`config.mk`:
```
export PLATFORM = sky130hd
export DESIGN_NAME = led_fade_drv
export DESIGN_NICKNAME = d
export VERILOG_FILES = /design/src/rtl/led_fade_pkg.sv /design/src/rtl/led_fade_chan.sv /design/src/rtl/led_fade_drv.sv
export SDC_FILE = /design/constraint.sdc
export NUM_CORES = 1
export LEC_CHECK = 0
export ABC_AREA = 1
export CAP_MARGIN = 10
export CORE_UTILIZATION = 23
export CTS_BUF_LIST = sky130_fd_sc_hd__clkbuf_16
export DETAILED_ROUTE_END_ITERATION = 16
export PLACE_DENSITY = 0.4
export SLEW_MARGIN = 10
export SYNTH_ARGS = -nofsm -noshare
export SYNTH_HDL_FRONTEND = slang
export SYNTH_SLANG_ARGS = --single-unit
```
`constraint.sdc`:
```
create_clock -name sys_clk -period 2.3 [get_ports sys_clk]
set_clock_uncertainty 0.2 [all_clocks]
set_input_delay 0.46 -clock sys_clk [delete_from_list [all_inputs] [get_ports sys_clk]]
set_output_delay 0.46 -clock sys_clk [all_outputs]
set_load 0.01 [all_outputs]
```
`src/rtl/led_fade_pkg.sv`:
```
// Shared types and constants for the LED fade driver.
package led_fade_pkg;

  localparam int DUTY_W = 8;

  typedef enum logic [1:0] {
    ST_OFF  = 2'd0,
    ST_RISE = 2'd1,
    ST_ON   = 2'd2,
    ST_FALL = 2'd3
  } fade_state_e;

endpackage : led_fade_pkg

```
`src/rtl/led_fade_chan.sv`:
```
// One fade channel: OFF/RISE/ON/FALL state machine plus saturating duty register.
//
// state | meaning
// ------+-------------------------------------------------------------
// OFF   | duty held at 0, waiting for led_i to go high
// RISE  | duty +1 per step_tick until PWM_MAX; led_i low turns around
// ON    | duty held at PWM_MAX, waiting for led_i to go low
// FALL  | duty -1 per step_tick until 0; led_i high turns around
//
// A step_tick landing on the same edge as a turn-around is applied in the
// new direction, so the duty never jumps.
module led_fade_chan
  import led_fade_pkg::*;
#(
  parameter logic [DUTY_W-1:0] PWM_MAX = 8'd255
) (
  input  logic              sys_clk,
  input  logic              sys_rst_n,
  input  logic              led_i,
  input  logic              step_tick,
  output fade_state_e       state,
  output logic [DUTY_W-1:0] duty
);

  fade_state_e       state_q, state_d;
  logic [DUTY_W-1:0] duty_q, duty_d;

  // State and duty registers.
  always_ff @(posedge sys_clk or negedge sys_rst_n) begin
    if (!sys_rst_n) begin
      state_q <= ST_OFF;
      duty_q  <= '0;
    end else begin
      state_q <= state_d;
      duty_q  <= duty_d;
    end
  end

  // Next-state and saturating duty update.
  always_comb begin
    state_d = state_q;
    duty_d  = duty_q;
    case (state_q)
      ST_OFF: begin
        duty_d = '0;
        if (led_i) state_d = ST_RISE;
      end
      ST_RISE: begin
        if (!led_i) begin
          if (duty_q == '0) begin
            state_d = ST_OFF;
          end else begin
            state_d = ST_FALL;
            if (step_tick) begin
              duty_d = duty_q - 1'b1;
              if (duty_q == 8'd1) state_d = ST_OFF;
            end
          end
        end else if (duty_q >= PWM_MAX) begin
          duty_d  = PWM_MAX;
          state_d = ST_ON;
        end else if (step_tick) begin
          duty_d = duty_q + 1'b1;
          if ((duty_q + 8'd1) == PWM_MAX) state_d = ST_ON;
        end
      end
      ST_ON: begin
        duty_d = PWM_MAX;
        if (!led_i) state_d = ST_FALL;
      end
      ST_FALL: begin
        if (led_i) begin
          if (duty_q >= PWM_MAX) begin
            duty_d  = PWM_MAX;
            state_d = ST_ON;
          end else begin
            state_d = ST_RISE;
            if (step_tick) begin
              duty_d = duty_q + 1'b1;
              if ((duty_q + 8'd1) == PWM_MAX) state_d = ST_ON;
            end
          end
        end else if (duty_q == '0) begin
          state_d = ST_OFF;
        end else if (step_tick) begin
          duty_d = duty_q - 1'b1;
          if (duty_q == 8'd1) state_d = ST_OFF;
        end
      end
      default: begin
        state_d = ST_OFF;
        duty_d  = '0;
      end
    endcase
  end

  assign state = state_q;
  assign duty  = duty_q;

endmodule : led_fade_chan

```
`src/rtl/led_fade_drv.sv`:
```
// Two-channel PWM LED fader fed by a flow-LED on/off pattern.
// Optional macro LED_FADE_ACTIVE_LOW_EN: invert led_out (inactive level 1,
// reset value 2'b11) for boards with active-low LEDs.
module led_fade_drv
  import led_fade_pkg::*;
#(
  parameter logic [15:0]       STEP_DIV = 16'd49000,
  parameter logic [DUTY_W-1:0] PWM_MAX  = 8'd255
) (
  input  logic       sys_clk,
  input  logic       sys_rst_n,
  input  logic [1:0] led_in,
  output logic [1:0] led_out
);

`ifdef LED_FADE_ACTIVE_LOW_EN
  localparam logic [1:0] LED_INACT = 2'b11;
`else
  localparam logic [1:0] LED_INACT = 2'b00;
`endif

  localparam logic [15:0]       PRESC_LAST = STEP_DIV - 16'd1;
  localparam logic [DUTY_W-1:0] PWM_LAST   = PWM_MAX - 8'd1;

  logic [1:0]        led_q, led_d;
  logic [15:0]       presc_q, presc_d;
  logic [DUTY_W-1:0] pwm_cnt_q, pwm_cnt_d;
  logic [1:0]        led_out_q, led_out_d;
  logic              step_tick;

  fade_state_e       state_0, state_1;
  logic [DUTY_W-1:0] duty_0, duty_1;

  assign step_tick = (presc_q == PRESC_LAST);

  // Input register, prescaler, PWM counter and output register.
  always_ff @(posedge sys_clk or negedge sys_rst_n) begin
    if (!sys_rst_n) begin
      led_q     <= '0;
      presc_q   <= '0;
      pwm_cnt_q <= '0;
      led_out_q <= LED_INACT;
    end else begin
      led_q     <= led_d;
      presc_q   <= presc_d;
      pwm_cnt_q <= pwm_cnt_d;
      led_out_q <= led_out_d;
    end
  end

  // Counter wrap logic and PWM compare.
  always_comb begin
    led_d     = led_in;
    presc_d   = step_tick ? 16'd0 : presc_q + 16'd1;
    pwm_cnt_d = (pwm_cnt_q >= PWM_LAST) ? '0 : pwm_cnt_q + 8'd1;
    led_out_d = {(pwm_cnt_q < duty_1), (pwm_cnt_q < duty_0)} ^ LED_INACT;
  end

  led_fade_chan #(.PWM_MAX(PWM_MAX)) u_ch0 (
    .sys_clk   (sys_clk),
    .sys_rst_n (sys_rst_n),
    .led_i     (led_q[0]),
    .step_tick (step_tick),
    .state     (state_0),
    .duty      (duty_0)
  );

  led_fade_chan #(.PWM_MAX(PWM_MAX)) u_ch1 (
    .sys_clk   (sys_clk),
    .sys_rst_n (sys_rst_n),
    .led_i     (led_q[1]),
    .step_tick (step_tick),
    .state     (state_1),
    .duty      (duty_1)
  );

  assign led_out = led_out_q;

endmodule : led_fade_drv

```
[After elaboration in Yosys (flattened, before gate mapping)]
Cells that the tools add are included.
Word-level totals
  logic and storage cells: 106
  register bits after elaboration: 48
  bits of input ports: 4
  output and inout port bits: 2
Cells by class
  $lt $le $gt $ge: 5
  multiplexer cells: 48
  eq/ne operators: 29
  $add $sub $neg: 6
  reductions and logical operators: 10
Operators by type and width (count)
  $mux W8: 11
  $mux W2: 32
  $pmux W8 S3: 2
  $add A8 B1 Y8 const B: 3
  $ge A8 B8 Y1 const B: 3
  $add A16 B1 Y16 const B: 1
  $eq A16 B16 Y1 const B: 1
  $eq A8 B1 Y1 const B: 2
  $eq A8 B8 Y1 const B: 2
  $logic_not A8 Y1: 2
  $lt A8 B8 Y1: 2
  $mux W16: 1
  $ne A4 B2 Y1 const B: 4
  $ne A4 B3 Y1 const B: 4
  $pmux W2 S4: 2
  $sub A8 B1 Y8 const B: 2
  $ne A3 B1 Y1 const B: 4
  $reduce_and A6 Y1: 2
  $eq A2 B2 Y1 const B: 4
  $ne A2 B2 Y1 const B: 4
  $ne A3 B3 Y1 const B: 2
  $reduce_and A3 Y1: 2
  $eq A2 B1 Y1 const B: 2
  $logic_not A2 Y1: 2
  $reduce_or A2 Y1: 2

[Logic depth before layout (Yosys ltp)]
  word-level depth: 7
  depth in mapped cells: 13
  mapped depth without buffers: 13

[Modules after synthesis]
A second synthesis with hierarchy kept.
Second synthesis, totals
  cell total of the unflattened synthesis: 536
  area total of the unflattened synthesis: 3848.7 um^2
By module, submodules not included
  led_fade_chan: cells an instance 148, sequential area each 250.2 um^2, times used 2, area each 1011.0 um^2
  led_fade_drv: cells an instance 240, sequential area each 700.7 um^2, times used 1, area each 1826.8 um^2

[Worst setup path before layout]
OpenSTA, ideal clock, no wires.
  kind: register -> register
  from: reg u_ch0.duty_q[0] (netlist: u_ch0.duty[0])
  to: reg u_ch0.duty_q[0] (netlist: u_ch0.duty[0])
  data required time: 1.976 ns
  library setup time: 0.124 ns
  path buffers: 0
  setup slack: 0.484 ns
  period minus slack after synthesis: 1.816 ns
  stages on the path, launching flop included: 12
  arrival: 1.492 ns
  cells stage by stage: dfrtp_1 -> inv_1 -> ha_1 -> nand2_1 -> nor2_1 -> inv_1 -> o21ai_2 -> nand2_4 -> nand2_4 -> inv_4 -> o21ai_2 -> o21ai_2
Between the ends
  longest elaborated chain between the ends: 5
  elaborated cells on any way between the ends: 13
  those cells by class: add/sub (2); order compare (1); eq/ne (2); mux (6); reduce/logical (2)
RTL lines
  from (decl): RTL line led_fade_chan.sv:26  | logic [DUTY_W-1:0] duty_q, duty_d;
  from (signal assigned): RTL line led_fade_chan.sv:35  | duty_q <= duty_d;
  $sub A8 B1 Y8 or $add A8 B1 Y8 (tied branches)
  $mux W8 (on tied branches)
  $mux W8 (on tied branches): RTL line led_fade_chan.sv:83, led_fade_chan.sv:59
  $mux W8: RTL line led_fade_chan.sv:72  | if (led_i) begin
  $pmux W8 S3: RTL line led_fade_chan.sv:43  | case (state_q)
Parallel ways exist; a longest one is shown, timed or not. The select of a mux whose other input is x is not followed.
A chain may end at the register's enable or synchronous reset.

[Worst setup path after layout]
  from: reg u_ch0.duty_q[1] (netlist: u_ch0.duty[1])
  to: reg u_ch0.duty_q[0] (netlist: u_ch0.duty[0])
Between the ends
  longest elaborated chain between the ends: 4
  elaborated cells on any way between the ends: 8
  those cells by class: order compare (1); eq/ne (2); mux (3); reduce/logical (2)
RTL lines
  $ge A8 B8 Y1: RTL line led_fade_chan.sv:59, led_fade_chan.sv:73
  $mux W8: RTL line led_fade_chan.sv:59  | end else if (duty_q >= PWM_MAX) begin
  $mux W8: RTL line led_fade_chan.sv:72
  $pmux W8 S3: RTL line led_fade_chan.sv:43
Parallel ways exist; a longest one is shown, timed or not.

==> impl_results.md <==
* First-pass GRT wire length at 16400 µm
* Routed WL at 9820 µm
* Fin. Hold Viols at 0
* Status: finished clean
* Top delay family on crit path: simple AND/OR/NAND/NOR gates
* Distinct cell type count after synthesis at 36
* Ant diodes at 0
* Tot Pwr at 4.42 mW
* TritonCTS Sinks at 48
* Combinational power share at 51.1%
* Starting DRT DRC Count at between 150 and 200
* Total negative slack at 0 ns
* Nets at 575
* Post-CTS Setup Bufs at 0
* CP arrival at 2.10 ns
* Post-synth EDFFs at 0
* Clock power share at between 10% and 20%
* Clock-pin slew on the worst setup and hold paths at 0.07 ns
* Synth area leaders: dfrtp_1 33%, nand2_1 12%, ha_1 9.2%
* Num rows at 45
* Vias in the first global route at around 3300
* FF/Latch Area at 1200 µm²
* Grt peak-use layer: met2
* Worst Max-Slew Pin Slew at about 0.4 ns
* Syn nets at 564
* Count leader, synth: nand2_1
* Vias at around 3400
* Buffers on Ports at 5
* Die width at 129 µm
* Synth Register Bits at between 40 and 50
* Top cells by count, synth: 118 x nand2_1, 77 x nor2_1, 64 x inv_1
* Fin crit share at 91.7%
* Leak at 1.99 nW
* WP data required at approximately 2.3 ns
* CTS buffer count at 5
* Pwr dens at about 1100 nW/µm²
* Met1 GRT Util at 16.5%
* Mapped Area at 3690 µm²
* Max-slew violation count at 0
* Clock Path Buffers at 2
* Area leader, netlist: dfrtp_1
* Clk root buf: clkbuf_16
* Fin crit period at 2.11 ns
* Post-route ant nets at 0
* Yosys top cell area share at 32.6%
* Reg power frac at a little under a third
* Crit-path max cell delay at 0.45 ns
* DRC at 0
* Multi-input logic area at 2180 µm²
* Worst Setup Path Type: flop to flop
* Critical Path Start Type: flop
* Core area at 15400 µm²
* TritonRoute pass-1 iters at 4
* Chip height at about 130 µm
* Synth Area per Inst at 6.92 µm²
* Fraction of layout cells with a size suffix above 1 at 9.36%
* Met3 Track Usage GR at 2.37%
* Top fanout value on the critical path at 9
* Achievable Freq at 0.474 GHz
* Ports at 6
* Hpwl dp at roughly 7400 µm
* Filler Cell Count at 1717
* Clock latency at the later pin of the worst-skew pair at 0.30 ns
* Worst min path class: flop to flop
* Most used DFF post-synth: dfrtp_1
* Sw frac at between 40% and 50%
* RSZ-0062 raised after global routing: false
* Die area at 16500 µm²
* Avg Vias per Cell at 4.53
* Fraction of synthesis flops using an asynchronous set or reset pin at 100%
* CTS tree: built
* Worst Setup End Kind: flop
* Crit-path cells: inv_1 -> ha_1 -> nand2_1 -> nor2_1 -> inv_1 -> o21ai_2 -> nand2_4 -> nand2_4 -> inv_4 -> o21ai_2 -> o21ai_2
* Max-cap violations at 0
* Yosys Warn Count at 0
* Setup-failing EPs final at 0
* Seq/Total Area, Yosys at 32.6%
* Switching pwr at about 2.2 mW
* Initial antenna violation count at 0
* Met2 Use GR at 21.4%
* Largest net degree at the start of global routing at 49
* H-Tree Depth at 2
* Total grt overflow at 0
* Gpl congestion at 0.840
* Cell mode on critical path: o21ai_2
* CP Buf/Inv Count at 3
* Initial core utilization at 23.9%
* Total track usage at approximately 13%
* Peak supply drop at 0.000435 V
* Slowest stage cell, crit path: dfrtp_1
* Wire per inst at 13.0 µm
* Area grow syn2layout at 13.5%
* Syn Inst Count at roughly 530
* Max-Slew Margin vs Limit at 73.3%
* Internal at between 2 and 2.5 mW
[per-stage QoR]
stage	hold WS (ns)	cells	setup WS, ns	utilization, %	instance area [µm²]
floorplan	-0.0356	533	0.484	-	3690
global placement	0.246	747	0.200	26.0	4020
detailed placement	0.252	747	0.138	26.0	4020
CTS	0.261	756	0.124	27.0	4170
global route	0.298	756	0.0251	27.1	4190
finish	0.259	756	0.190	27.1	4190
[metal layers]
metal	routed length, µm	vias to the layer above	share of wire [%]
li1	-	1761	-
met1	4810	1593	49
met2	4530	64	46
met3	382	7	3.9
met4	102	0	1.0
met5	0	-	0
[area by class of cell]
cell class / instances / share of cell area (%)
Clock inverter: 3 / 0.448
Tap cell: 211 / 6.30
Multi-Input combinational cell: 403 / 52.0
Clock buffer: 5 / 2.99
Sequential cell: 48 / 28.7
Timing Repair Buffer: 13 / 2.87
Inverter: 73 / 6.72
[cells by family after synthesis]
family | after synthesis | share of synthesized area, %
AOI/OAI and AO/OA | 93 | 14.6
xor gates and xnor gates | 8 | 1.90
adders and majority gates | 27 | 9.16
DFF | 48 | 32.6
buffers and inverters | 82 | 8.85
and+or+nand+nor | 275 | 32.9
[worst paths after layout]
| kind | start | endpoint | slack (ns) | depth (start not counted) |
|---|---|---|---|---|
| worst min-delay path | presc_q[0]$_DFF_PN0_ | presc_q[0]$_DFF_PN0_ | 0.26 | 1 |
| worst max register to register | u_ch0.duty[1]$_DFFE_PN0P_ | u_ch0.duty[0]$_DFFE_PN0P_ | 0.19 | 11 |
| worst min register to register | presc_q[0]$_DFF_PN0_ | presc_q[0]$_DFF_PN0_ | 0.26 | 1 |
| min in group asynchronous | sys_rst_n | u_ch0.duty[1]$_DFFE_PN0P_ | 0.47 | 3 |
| max in group asynchronous | sys_rst_n | u_ch0.duty[0]$_DFFE_PN0P_ | 1.19 | 3 |
| worst max-delay path | u_ch0.duty[1]$_DFFE_PN0P_ | u_ch0.duty[0]$_DFFE_PN0P_ | 0.19 | 11 |
[state kept, by name, indices dropped and copies added, names as in the netlist]
| register | flops |
|---|---|
| u_ch1.state | 2 |
| led_out | 2 |
| led_q | 2 |
| u_ch0.state | 2 |
| u_ch0.duty | 8 |
| u_ch1.duty | 8 |
| presc_q | 16 |
| pwm_cnt_q | 8 |
[power by group through the flow]
| stage | sequential [mW] | clock (mW) | combinational, mW |
|---|---|---|---|
| after global placement | 1.40 | 0 | 2.27 |
| after global routing | 1.43 | 0.829 | 2.58 |
| final | 1.40 | 0.761 | 2.26 |
| after detailed placement | 1.40 | 0 | 2.24 |
| after CTS | 1.38 | 0.804 | 2.25 |
| after floorplan | 1.26 | 0 | 1.76 |
[placed cells by master (no fill, tap or decap), types with 2 or more instances in the layout]
cell             instances
nand2_1                118
nor2_1                  76
inv_1                   62
dfrtp_1                 47
nand3_1                 45
o21ai_0                 33
a21oi_1                 31
ha_1                    27
nor3_1                   9
nand4_1                  7
inv_2                    7
xor2_1                   6
o22ai_1                  6
o21ai_2                  6
buf_4                    6
nor2_2                   5
clkbuf_16                5
a22oi_1                  4
clkdlybuf4s50_1          4
a31oi_1                  3
inv_4                    3
nand3_2                  3
nor2_4                   3
nand2_2                  3
nand2_4                  3
o221ai_1                 2
a211oi_1                 2
xnor2_1                  2
clkinv_1                 2
a21boi_0                 2
o211ai_1                 2
clkinvlp_4               2
[repair_timing]
item,in CTS,in global routing
setup endpoints to repair,0,7
endpoints found under the hold margin,48,0
hold buffers,1,0
resized for setup,0,6
Note: power is estimated with default switching activity, not from simulation.
